$ cat src/rtl/display_pkg.sv
// Shared constants for the game status display: channel ids,
// default channel masks and timing defaults.
package display_pkg;

  localparam int DEF_N_MSG = 11;

  typedef enum int {
    BLACK_PLAY   = 0,
    WHITE_PLAY   = 1,
    BLACK_WIN    = 2,
    WHITE_WIN    = 3,
    DRAW         = 4,
    ILLEGAL_MOVE = 5,
    CHECK        = 6,
    PASS_MOVE    = 7,
    YOUR_TURN    = 8,
    GAME_OVER    = 9,
    NO_MOVE      = 10
  } msg_id_e;

  localparam logic [31:0] DEF_TURN_MASK    = 32'h003;
  localparam logic [31:0] DEF_ACK_MASK     = 32'h5E0;
  localparam logic [31:0] DEF_NEWGAME_MASK = 32'h21C;
  localparam logic [31:0] DEF_EXPIRE_MASK  = 32'h400;
  localparam logic [31:0] DEF_BLINK_MASK   = 32'h100;

  localparam int DEF_EXPIRE_CYC = 100_000_000;
  localparam int DEF_BLINK_HALF = 25_000_000;

  function automatic int cnt_w(input int n);
    return (n > 1) ? $clog2(n) : 1;
  endfunction

endpackage

$ cat src/rtl/expire_timer.sv
// Lifetime counter for one auto-expiring channel; held at zero
// while the channel is idle, restarted by start.
module expire_timer
  import display_pkg::*;
#(
  parameter int LIFE = DEF_EXPIRE_CYC
) (
  input  logic clk,
  input  logic rst_n,
  input  logic start,
  input  logic clear,
  output logic expired
);

  localparam int W = cnt_w(LIFE);
  localparam logic [W-1:0] LAST = W'(LIFE - 1);

  logic [W-1:0] cnt;

  assign expired = !clear && (cnt == LAST);

  always_ff @(posedge clk) begin
    if (!rst_n)
      cnt <= '0;
    else if (start || clear || expired)
      cnt <= '0;
    else
      cnt <= cnt + 1'b1;
  end

endmodule

$ cat src/rtl/status_display_ctrl.sv
// Sticky status flags with turn exclusivity, ack/new-game clears,
// auto-expiry, blinking and a highest-index priority encoder.
module status_display_ctrl
  import display_pkg::*;
#(
  parameter int          N_MSG        = DEF_N_MSG,
  parameter logic [31:0] TURN_MASK    = DEF_TURN_MASK,
  parameter logic [31:0] ACK_MASK     = DEF_ACK_MASK,
  parameter logic [31:0] NEWGAME_MASK = DEF_NEWGAME_MASK,
  parameter logic [31:0] EXPIRE_MASK  = DEF_EXPIRE_MASK,
  parameter int          EXPIRE_CYC   = DEF_EXPIRE_CYC,
  parameter logic [31:0] BLINK_MASK   = DEF_BLINK_MASK,
  parameter int          BLINK_HALF   = DEF_BLINK_HALF
) (
  input  logic                     clk,
  input  logic                     rst_n,
  input  logic [N_MSG-1:0]         set,
  input  logic                     ack,
  input  logic                     new_game,
  output logic [N_MSG-1:0]         active,
  output logic [N_MSG-1:0]         display,
  output logic                     top_valid,
  output logic [$clog2(N_MSG)-1:0] top_id
);

  localparam int IW = $clog2(N_MSG);
  localparam int BW = cnt_w(BLINK_HALF);
  localparam logic [BW-1:0] B_LAST = BW'(BLINK_HALF - 1);

  localparam logic [N_MSG-1:0] TM = TURN_MASK[N_MSG-1:0];
  localparam logic [N_MSG-1:0] AM = ACK_MASK[N_MSG-1:0];
  localparam logic [N_MSG-1:0] NM = NEWGAME_MASK[N_MSG-1:0];
  localparam logic [N_MSG-1:0] EM = EXPIRE_MASK[N_MSG-1:0];
  localparam logic [N_MSG-1:0] BM = BLINK_MASK[N_MSG-1:0];

  logic [N_MSG-1:0] set_turn;
  logic [N_MSG-1:0] turn_hi;
  logic [N_MSG-1:0] turn_clr;
  logic [N_MSG-1:0] set_eff;
  logic [N_MSG-1:0] clr;
  logic [N_MSG-1:0] expired;
  logic [N_MSG-1:0] active_d;
  logic [N_MSG-1:0] rise;
  logic [BW-1:0]    blink_cnt;
  logic             phase;

  // Only the highest-index turn set survives; it evicts the rest.
  always_comb begin
    set_turn = set & TM;
    turn_hi  = '0;
    for (int i = 0; i < N_MSG; i++) begin
      if (set_turn[i]) begin
        turn_hi    = '0;
        turn_hi[i] = 1'b1;
      end
    end
    turn_clr = (|set_turn) ? (TM & ~turn_hi) : '0;
    set_eff  = (set & ~TM) | turn_hi;
  end

  assign clr = ({N_MSG{new_game}} & NM) | ({N_MSG{ack}} & AM);

  assign active_d = ~clr
                  & (set_eff | (active & ~turn_clr & ~expired));

  assign rise = active_d & ~active & BM;

  for (genvar i = 0; i < N_MSG; i++) begin : g_exp
    if (EM[i]) begin : g_tmr
      expire_timer #(
        .LIFE(EXPIRE_CYC)
      ) u_tmr (
        .clk    (clk),
        .rst_n  (rst_n),
        .start  (set_eff[i] & ~clr[i]),
        .clear  (~active[i]),
        .expired(expired[i])
      );
    end else begin : g_none
      assign expired[i] = 1'b0;
    end
  end

  always_ff @(posedge clk) begin
    if (!rst_n)
      active <= '0;
    else
      active <= active_d;
  end

  // A freshly raised blinking flag always starts in the visible phase.
  always_ff @(posedge clk) begin
    if (!rst_n) begin
      blink_cnt <= '0;
      phase     <= 1'b1;
    end else if (|rise) begin
      blink_cnt <= '0;
      phase     <= 1'b1;
    end else if (blink_cnt == B_LAST) begin
      blink_cnt <= '0;
      phase     <= ~phase;
    end else begin
      blink_cnt <= blink_cnt + 1'b1;
    end
  end

  assign display = active & (~BM | {N_MSG{phase}});

  assign top_valid = |active;

  always_comb begin
    top_id = '0;
    for (int i = 0; i < N_MSG; i++) begin
      if (active[i])
        top_id = IW'(i);
    end
  end

endmodule

$ cat config.mk
export PLATFORM = sky130hd
export DESIGN_NAME = status_display_ctrl
export DESIGN_NICKNAME = d
export VERILOG_FILES = /design/src/rtl/display_pkg.sv /design/src/rtl/expire_timer.sv /design/src/rtl/status_display_ctrl.sv
export SDC_FILE = /design/constraint.sdc
export NUM_CORES = 1
export LEC_CHECK = 0
export BUFFER_PORTS_ARGS = -buffer_cell sky130_fd_sc_hd__buf_2
export CAP_MARGIN = 10
export CORE_MARGIN = 2
export CORE_UTILIZATION = 60
export CTS_BUF_LIST = sky130_fd_sc_hd__clkbuf_8
export DETAILED_ROUTE_END_ITERATION = 12
export PLACE_DENSITY = 0.81
export SLEW_MARGIN = 20
export SYNTH_ARGS = -nofsm -noshare
export SYNTH_HDL_FRONTEND = slang
export SYNTH_HIERARCHICAL = 1
export SYNTH_SLANG_ARGS = --single-unit
$ cat constraint.sdc
create_clock -name clk -period 4.7 [get_ports clk]
set_input_delay 0.94 -clock clk [delete_from_list [all_inputs] [get_ports clk]]
set_output_delay 0.94 -clock clk [all_outputs]
set_load 0.1 [all_outputs]
# After elaboration in Yosys (flattened, before gate mapping)
# Cells that the tools add are included.
# word_totals
reg_bits	64
in_bits	15
elab_cells	47
# classes
n_addsub	2
n_eq_ne	2
mux	13
bitwise	18
n_reduce_logical	8
# op_table
cell	count
$and 11x11->11	4
$mux 4	9
$add 27x1->27 const B	1
$eq 27x27->1 const B	1
$add 25x1->25 const B	1
$eq 25x25->1 const B	1
$not 11->11	2
$not 2->11	1
$or 10x11->11	1
$or 11x11->11	1
$or 11x2->11	1
$reduce_or 11->1	1
$and 9x9->9	1
$not 9->9	1
$reduce_or 2->1	3
$mux 2	2
$not 1->1	4
$reduce_or 3->1	1
$logic_or 1x1->1	2
$mux 1	2
$not 2->2	1
$and 1x1->1	1
$logic_and 1x1->1	1

# Longest topological paths before layout
# depth
word_depth	11
mapped_depth	8
depth_no_buf	8

# Hierarchy
# The synthesis kept the hierarchy.
# modules_own_cells
mod	instances	cells_each	area_per_inst_um2	seq_area_each_um2
status_display_ctrl	1	193	1682.9	740.7
expire_timer	1	167	1416.4	540.5

# Worst setup path after synthesis
# No wires, ideal clock.
# synth_timing
path_kind	flip-flop to output port
startpoint	register active[1]
endpoint	output top_id[0]
t_arrival_ps	3648
t_required_ps	3760
setup_slack_ps	112
path_stages_with_launch	5
n_path_buf	0
cell_sequence	dfxtp_1 a21oi_1 o21bai_1 a21oi_1 o31ai_1
# synth_between
elab_chain_len	10
# synth_rtl
item	line_no	source
from (decl)	status_display_ctrl.sv:20	output logic [N_MSG-1:0] active,
from (signal assigned)	status_display_ctrl.sv:88	active <= active_d;
$mux 1	status_display_ctrl.sv:114	if (active[i])
$mux 4 (9 in series)	status_display_ctrl.sv:114	
to (decl)	status_display_ctrl.sv:23	output logic [$clog2(N_MSG)-1:0] top_id
# Every way passes these cells.

# Worst setup path after layout
# layout_timing
startpoint	register active[3]
endpoint	output top_id[1]
# layout_between
elab_chain_len	8
# layout_rtl
item	line_no
$mux 4 (8 in series)	status_display_ctrl.sv:114
# Every way passes these cells.

==> run summary <==
The hold-critical path depth is 1, and the number of cell rows is 26. The max-slew headroom at the worst pin came out at 0.564. The most used flip-flop cell after synthesis is dfxtp_1. From synthesis to final layout, the design area changed by 10.7%. Across all layers, the routed design uses 2,577 vias.

Setup slack on the worst reg-to-reg path comes out at 2.70 ns. For the clock network fraction of total power, the log shows 0.360. Type of the worst setup path: register to output pin. Clock root buffer: clkbuf_8.

The worst-case IR drop observed on VDD is 0.267 mV. Dividing total power by cell area gives a power density of 325 nW/um^2. Setup violations remaining at the end of the flow were counted as 0. For the part of the power in registers, the log shows 0.500.

The run gives 2.43 ns as the worst slack at placement. Across the run, the number of max-cap violations was 0. The switching power total is 334 uW, and the area of the core is 5040 sq um. The worst path in the final design needs a cycle of 2.65 ns, including I/O delays and setup. Setup repair after global routing left no endpoint under its margin. Die area: 5760 sq um.

DRC violation total after the first TritonRoute iteration: 161. Average wire per cell in the routed design: 13.5 um. In this run, synthesis inferred 0 flip-flops with an integrated enable. The count of antenna diodes in the layout was 0; the highest clock rate was 0.378 GHz.

Synthesis instantiated 46 different standard cells from the library. The number of antenna violations at the first check in global routing is 0. The total overflow left after global routing is 0. For the number of fill cells, the log shows 443. The type of destination of the critical path was an output pin.

The share of flip-flops with an asynchronous set or reset works out to 0. For the worst-skew pair, the clock arrives at the later sink with an insertion delay of 0.34 ns. Dividing the synthesized area by the synthesized cell count gives 8.61 sq um.

At the end of the flow, the number of nets in the layout was 414. Buffers added to address setup during post-CTS repair amount to 0. The clock sink count is 64, and the total wire length is 6340 um. The run gives 0 as the quantity of gates resized following cts. The startpoint type of the worst setup path was a register. The proportion of netlist area held by the largest area contributor was 0.413.

The post-layout worst setup margin was 2.05 ns; the total routing usage reported by global routing was 0.233. The max-slew violation total from the final report came out at 0. In this run the vertical extent of the chip is 75.9 um. Routability-driven placement finished with a final weighted congestion of 0.820.

Buffers inserted to repair hold after CTS numbered 0. Counting every net in the synthesized netlist gives 377. Clock tree synthesis inserted a total of 9 buffers. During placement, the flow inserted port buffers numbering 41. In this run the remaining antenna-violating nets after routing total 0. The synthesized design spends more area on one cell type than any other, namely dfxtp_1.

The number of buffers between clock root and the deepest sink was 2. The data required time at the worst endpoint came out at 3.76 ns. Entering global routing, the biggest net connects 24 pins. The hold violation total from the final report was 0; the total internal power was 782 uW. The tightest hold margin is 0.478 ns, and the initial cell density of the core is 0.615. Ratio of cells with drive above 1 in the final layout: 0.175. Synthesis handed over a netlist of 360 instances.

The number of vias per cell is 5.49, and the final total negative setup slack is 0 ns. The first-pass GRT wire length came out at 10,200 um. Launch instance of the worst register-to-register path: active[10].

The sequential-to-total area share from yosys stat is 0.413, and the number of synthesized register bits is 64. The clock-pin transition on the worst setup and hold timing paths is 0.06 ns. The number of global-route vias before repair is 2,307, and the combinational fraction of design power is 0.140.

The end of the worst register-to-register path is g_exp[10].g_tmr.u_tmr/cnt[25]. The Yosys step of the flow raised 6 warnings. Worst reg-to-reg path cell count: 6. The switching fraction of total power works out to 0.299. The worst hold path terminates at blink_cnt[0]. The remaining routing DRC violations is 0, and the post-route clock skew is 0.00785 ns. STA puts the critical path data arrival time at 1.71 ns.

The cell area after synthesis is 3100 sq um, and the final period utilization is 0.563. At the pin with the least slew margin, the transition time is 0.648 ns. TritonCTS built the clock tree. In this run the most critical hold path is launched from blink_cnt[0]. In this run the static leakage power is 1.29 nW.

The critical-path maximum fanout came out at 5. The flow ran to the end, and the final reports show no timing, DRC or antenna violations. In this run the worst hold path is classified as register to register. The floorplan step set the die width to 75.9 um.

The tools report the post-DP HPWL as 4470 um. The total power of the final layout is 1.12 mW. After synthesis, the cell types taking the most area are dfxtp_1 41%, nor2_1 10%, xor2_1 7.3%. The top-level I/O count was 42. The H-tree was split into 3 levels.

Detailed-routing iteration count for the pre-antenna-repair pass: 5.
stage by stage:
step                       util  cells  area [sq um]
after CTS                 0.681    469          3430
after global routing      0.681    469          3430
after detailed placement  0.649    456          3270
after floorplan               -    360          3100
final                     0.681    469          3430
after global placement    0.649    456          3270
sequential cells by signal, indices dropped and copies added (netlist names):
name and cells:
active 11, g_exp.g_tmr.u_tmr/cnt 27, blink_cnt 25, phase 1
layer usage:
layer | up-vias | share of wire | track usage
met5 | - | 0 | 0
li1 | 1300 | - | -
met1 | 1202 | 0.46 | 0.301
met3 | 11 | 0.044 | 0.0450
met2 | 64 | 0.49 | 0.377
met4 | 0 | 0.015 | 0.0994
cell usage in the layout (no fill, tap or decap), drive strengths merged:
cell type and count:
nor2 84, dfxtp 64, buf 41, nand2 31, xor2 26, nand4 20
nand3 19, inv 14, xnor2 14, clkbuf 11, a21oi 11, nor4 8
nor3 7, and4 7, o21ai 7, and3 3, nand4bb 3, and2 3
o31ai 2, nor2b 2, nor3b 2, nand2b 2, o21a 2, ha 2
a311oi 2, nor4b 2, o21bai 1, o31a 1, or4 1, clkinv 1
or3 1, and4b 1, mux2i 1, o221a 1, a31oi 1, nand3b 1
synthesized netlist by cell type, types with 6 or more instances:
master    n
nor2_1   84
dfxtp_1  64
nand2_1  30
xor2_1   26
nand3_1  18
nand4_1  15
xnor2_1  14
inv_1    13
buf_4    11
a21oi_1  10
and4_1    7
nor3_1    7
o21ai_0   6
worst max-delay path: stages, from the launching register on:
cell and delay, ns:
dfxtp_1 0.39, nor2_1 0.08, nor3_1 0.14, nor3_1 0.07, o31ai_1 0.20, buf_2 0.47
cells by family (layout without fill, tap and decap cells):
family / after synthesis / after routing / share of synthesized area
flip-flops: 64 / 64 / 0.413
adder cells (fa/ha/maj): 2 / 2 / 0.00807
AND/OR/NAND/NOR: 197 / 197 / 0.348
multiplexers: 1 / 1 / 0.00323
buffers and inverters: 28 / 67 / 0.0545
XOR/XNOR: 40 / 40 / 0.113
AO/OA/AOI/OAI: 28 / 28 / 0.0602
power groups by stage:
stage / logic, mW / clock network [mW] / registers, mW
after floorplan: 0.105 / 0 / 0.602
after global placement: 0.155 / 0 / 0.569
after detailed placement: 0.156 / 0 / 0.570
after CTS: 0.157 / 0.407 / 0.557
after global routing: 0.163 / 0.425 / 0.559
final: 0.156 / 0.401 / 0.558
worst max path at each step:
stage	from	endpoint	slack (ns)	depth (start not counted)
final	active[3]	top_id[1]	2.05	5
after floorplan	active[1]	top_id[0]	0.11	4
after global placement	active[1]	top_id[0]	2.49	5
after CTS	active[3]	top_id[1]	2.06	5
after detailed placement	active[3]	top_id[1]	2.43	5
after global routing	active[1]	top_id[0]	1.95	5
layout make-up:
cell class,instances,area (sq um),share of cell area
multi-input cells,268,1650,0.480
flip-flops and latches,64,1280,0.373
repair buffers,41,205,0.0598
clock buffers,11,151,0.0441
well taps,70,87.6,0.0255
inverters,13,48.8,0.0142
clock inverters,2,8.76,0.00255
Note: power is estimated with default switching activity, not from simulation.
